--- src/rtl/run_length_detector.sv ---
// run_length_detector
// Samples serial input w on enabled clock edges and raises z once w has held
// the same value for RUN_LEN consecutive samples. The polarity of runs that
// qualify is selected by mode. A saturating counter records each qualifying
// run once. The one-hot FSM tracks which value the current run holds.
module run_length_detector #(
  parameter int RUN_LEN = 4,
  parameter int CNT_W   = 8,
  parameter int RC_W    = $clog2(RUN_LEN + 1)
) (
  input  logic             clk,
  input  logic             reset,
  input  logic             en,
  input  logic             w,
  input  logic [1:0]       mode,
  input  logic             clr_cnt,
  output logic             z,
  output logic             run_val,
  output logic [RC_W-1:0]  run_cnt,
  output logic [CNT_W-1:0] match_cnt,
  output logic [2:0]       state
);

  // One-hot encoding, bit order {RUN1, RUN0, IDLE}
  typedef enum logic [2:0] {
    IDLE = 3'b001,
    RUN0 = 3'b010,
    RUN1 = 3'b100
  } state_t;

  // Run length at which a match is declared, and the length just before it
  localparam logic [RC_W-1:0]  RUN_MAX = RC_W'(RUN_LEN);
  localparam logic [RC_W-1:0]  RUN_PRE = RC_W'(RUN_LEN - 1);
  localparam logic [RC_W-1:0]  RUN_ONE = RC_W'(1);
  localparam logic [CNT_W-1:0] CNT_MAX = {CNT_W{1'b1}};

  state_t           state_reg, state_next;
  logic             run_val_reg, run_val_next;
  logic [RC_W-1:0]  run_cnt_reg, run_cnt_next;
  logic             z_reg, z_next;
  logic [CNT_W-1:0] match_cnt_reg, match_cnt_next;

  // Candidate values for an enabled edge, before the enable mux
  state_t           adv_state;
  logic             adv_val;
  logic [RC_W-1:0]  adv_cnt;
  logic             adv_qual;
  logic             adv_z;
  logic             adv_hit;

  // State and data registers; reset dominates, otherwise load next values
  always_ff @(posedge clk) begin
    if (reset) begin
      state_reg     <= IDLE;
      run_val_reg   <= 1'b0;
      run_cnt_reg   <= '0;
      z_reg         <= 1'b0;
      match_cnt_reg <= '0;
    end else begin
      state_reg     <= state_next;
      run_val_reg   <= run_val_next;
      run_cnt_reg   <= run_cnt_next;
      z_reg         <= z_next;
      match_cnt_reg <= match_cnt_next;
    end
  end

  // Where the FSM would go if this edge were enabled
  always_comb begin
    adv_state = IDLE;
    adv_val   = 1'b0;
    adv_cnt   = '0;
    unique case (state_reg)
      IDLE: begin
        adv_state = w ? RUN1 : RUN0;
        adv_val   = w;
        adv_cnt   = RUN_ONE;
      end
      RUN0, RUN1: begin
        adv_state = w ? RUN1 : RUN0;
        adv_val   = w;
        if (w == (state_reg == RUN1)) begin
          // Continuing run: count up but never past RUN_LEN
          adv_cnt = (run_cnt_reg >= RUN_MAX) ? RUN_MAX : run_cnt_reg + RUN_ONE;
        end else begin
          adv_cnt = RUN_ONE;
        end
      end
      default: begin
        // Corrupted (non one-hot) state: fall back to IDLE with a clean run
        adv_state = IDLE;
        adv_val   = 1'b0;
        adv_cnt   = '0;
      end
    endcase
  end

  // Match qualification is evaluated on the run being entered
  always_comb begin
    adv_qual = (adv_val & mode[0]) | (~adv_val & mode[1]);
    adv_z    = (adv_cnt == RUN_MAX) & adv_qual;
    // Count only the edge where the run first reaches RUN_LEN
    adv_hit  = (run_cnt_reg == RUN_PRE) & (adv_cnt == RUN_MAX) & adv_qual
             & (state_reg != IDLE);
  end

  // Enable mux for all registers, plus the match counter update and clear
  always_comb begin
    state_next     = state_reg;
    run_val_next   = run_val_reg;
    run_cnt_next   = run_cnt_reg;
    z_next         = z_reg;
    match_cnt_next = match_cnt_reg;
    if (en) begin
      state_next   = adv_state;
      run_val_next = adv_val;
      run_cnt_next = adv_cnt;
      z_next       = adv_z;
      if (adv_hit && (match_cnt_reg != CNT_MAX)) begin
        match_cnt_next = match_cnt_reg + 1'b1;
      end
    end
    // Clear is honoured regardless of enable and wins over an increment
    if (clr_cnt) begin
      match_cnt_next = '0;
    end
  end

  assign z         = z_reg;
  assign run_val   = run_val_reg;
  assign run_cnt   = run_cnt_reg;
  assign match_cnt = match_cnt_reg;
  assign state     = state_reg;

endmodule

--- config.mk ---
export PLATFORM = sky130hd
export DESIGN_NAME = run_length_detector
export DESIGN_NICKNAME = d
export VERILOG_FILES = /design/src/rtl/run_length_detector.sv
export SDC_FILE = /design/constraint.sdc
export NUM_CORES = 1
export LEC_CHECK = 0
export CELL_PAD_IN_SITES_DETAIL_PLACEMENT = 1
export CELL_PAD_IN_SITES_GLOBAL_PLACEMENT = 1
export CORE_ASPECT_RATIO = 1.4
export CORE_MARGIN = 2
export CORE_UTILIZATION = 34
export DETAILED_ROUTE_END_ITERATION = 8
export PLACE_DENSITY_LB_ADDON = 0.1
export REMOVE_ABC_BUFFERS = 1
export SYNTH_ARGS = -nofsm -noshare
export SYNTH_HDL_FRONTEND = slang
export SYNTH_SLANG_ARGS = --single-unit
--- constraint.sdc ---
create_clock -name clk -period 3.9 [get_ports clk]
set_input_delay 0.39 -clock clk [delete_from_list [all_inputs] [get_ports clk]]
set_output_delay 0.39 -clock clk [all_outputs]
set_load 0.01 [all_outputs]
==> impl_metrics.yaml <==
status:
  status: "finished, final reports clean"
power:
  irDropWorstVdd_mv: 0.1539
  finalPower_mw: 0.3541
  sw_frac_of_total: 0.2729
  power_switching_mw: 0.09664
  sequentialPowerShare: 0.478
  power_per_cell_area_nw_per_um2: 285.3
  leakage_nw: 0.4236
  combPwrFrac: 0.147
  p_int_mw: 0.2575
  pwr-share-clk: 0.375
die:
  pin_count: 23
  core_um2: 2820
  rows: 23
  die_area_um2: 3361
  start_util: 0.3505
  die_h_um: 67.80
  die_w_um: 49.57
global_routing:
  antenna_found_initial: 0
  grt_pass1_wl_um: 4443
  grt_start_max_net_pins: 18
  globalRouteOverflowTotal: 0
  track_usage: 0.1744
  grt_pass1_vias: 983
sta:
  rsz0062_at_grt: "no"
  worst_pin_slew_ns: 0.5384
  slew_headroom: 0.6406
  whs_ns: 0.5029
  fin_setup_tns_ns: 0
  fin_crit_ns: 2.341
  setup_ws_ns: 1.559
  setup_viol: 0
  slew_viol_final: 0
  hold_violations: 0
  fmax_mhz: 427.1
  period_share: 0.6004
  clock_skew_ns: 0.003910
place:
  hpwl_um: 1954
  preCtsSetupSlack_ns: 1.266
  place.gp.congestion: 0.8082
  io_buffers: 22
worst_setup_path:
  path_cells: "clkdlybuf4s50_1 > o21ai_0 > a221oi_2 > and4_1 > a31oi_1 > a41o_1"
  critPathKind: "primary input to register"
  cpLargestDelayFamily: "compound AO/OA/AOI/OAI gates"
  r2r.worst_path.cells: 5
  endpoint_kind: "register"
  r2r_start: "state[1]"
  required_ns: 4.05
  critPathLaunchType: "primary input"
  cp_max_fo: 12
  slowest_stage: "clkdlybuf4s50_1"
  arrival_ns: 2.49
  cp.depth: 6
  cpPeakStageDelay_ns: 0.67
  crit_buf_inv: 1
  crit_start: "w"
min_path:
  hold_class: "register to register"
  holdPathStages: 2
  worstHoldStart: "z"
clocking:
  h-tree-depth: 1
  cts_resized: 0
  path_clk_slew_ns: 0.07
  cts_setup_buffers: 0
  clock-sinks: 15
  clock_latency_ns: 0.25
  cts_tree: "built"
  clockBufferDepth: 2
  cts_root_buf: "clkbuf_8"
  numCtsBuffers: 3
  cts_hold_buf: 0
yosys:
  ys_async_sr_fraction: 0
  synthesis.area_um2: 988.4
  ys_ff_latch: 15
  synth_cell_type_count: 43
  yosys_warnings: 0
  ys_seq_area_frac: 0.3038
  syn-instance-count: 120
  synth_top_area_share: 0.3038
  syn_avg_cell_area_um2: 8.237
  synth_top_area_cell: "dfxtp_1"
  ys.flop_type: "dfxtp_1"
  synth_area_leaders: "dfxtp_1 30%, a21oi_1 5.6%, ha_1 5.1%"
  synth-edff-count: 0
run:
  maxCapViolations: 0
detailed_routing:
  vias_per_cell: 5.546
  drc: 0
  ant_nets: 0
  wire_per_inst_um: 14.97
  drt_iter0_drc: 18
  vias: 965
  drt_first_pass_iters: 4
  wl_um: 2604
finish:
  drive_gt1_frac: 0.08029
  largest_reg_flops: 8
  area_growth_pct: 25.57
  nNetsFinal: 149
  final_core_util: 0.4401
  antenna_cells: 0
  n_fill_cell: 369
stage by stage:
step,std cells,cell area [um^2]
5_1_grt,174,1241
4_1_cts,174,1241
3_3_place_gp,170,1196
3_5_place_dp,170,1196
6_report,174,1241
2_1_floorplan,111,929.6
power by group through the flow:
| stage | combinational, mW | sequential [mW] | clock [mW] |
|---|---|---|---|
| 6_report | 0.0521 | 0.169 | 0.133 |
| 5_1_grt | 0.0566 | 0.171 | 0.146 |
| 4_1_cts | 0.0528 | 0.169 | 0.136 |
| 3_5_place_dp | 0.0524 | 0.173 | 0 |
| 3_3_place_gp | 0.0511 | 0.172 | 0 |
| 2_1_floorplan | 0.0265 | 0.172 | 0 |
final timing paths:
check	endpoint	slack, ns
max reg2reg	match_cnt[4]	1.72
min reg2reg	z	0.50
min	z	0.50
max	match_cnt[4]	1.56
worst register-to-register path, cell delays in order, from the launching register on:
cell	delay, ns
dfxtp_1	0.61
nor4b_2	0.41
o22a_2	0.24
and4_1	0.46
a31oi_1	0.14
a41o_1	0.22
cell usage after synthesis (all sizes together), types with 3 or more instances:
library cell / n
dfxtp: 15
nor3b: 4
o21ai: 6
or3: 3
ha: 4
buf: 6
clkbuf: 3
nand2: 8
nor2: 9
inv: 7
nand2b: 5
o2111ai: 3
a21oi: 11
nand3: 5
cells in the final DEF (no fill, tap or decap), types with 2 or more instances in the layout:
master           synthesis  layout
clkdlybuf4s50_1          0      22
dfxtp_1                 15      15
a21oi_1                 11      11
nor2_1                   9       9
nand2_1                  8       8
inv_1                    7       7
o21ai_0                  6       6
nand2b_1                 5       5
nand3_1                  5       5
nor3b_1                  4       4
ha_1                     4       4
o2111ai_1                3       3
or3_1                    3       3
clkbuf_8                 0       3
nor3_1                   2       2
and4bb_2                 2       2
o21bai_1                 2       2
a21o_1                   2       2
a31oi_1                  2       2
a41o_1                   2       2
metal layers:
layer  routed length (um)  track usage  vias up
li1                     -            -      473
met1                 1074       0.1868      464
met2                 1385       0.3200       21
met3                   61      0.02434        7
met4                   83       0.1111        0
met5                    0            0        -
final cells by class:
class	instances	area [um^2]	share of cell area
multi-input cells	89	603.1	0.4859
inverters	7	26.28	0.02117
flip-flops and latches	15	300.3	0.2419
well taps	37	46.29	0.03730
clock buffers	4	45.04	0.03629
repair buffers	22	220.2	0.1774
cell families after synthesis:
group,share of synthesized area
simple gates,0.2848
compound gates,0.2557
buf+inv,0.08606
flops,0.3038
fa+ha+maj,0.05063
xor+xnor,0.008862
mux,0.01013
No activity file was read; power rests on OpenSTA's default activity.
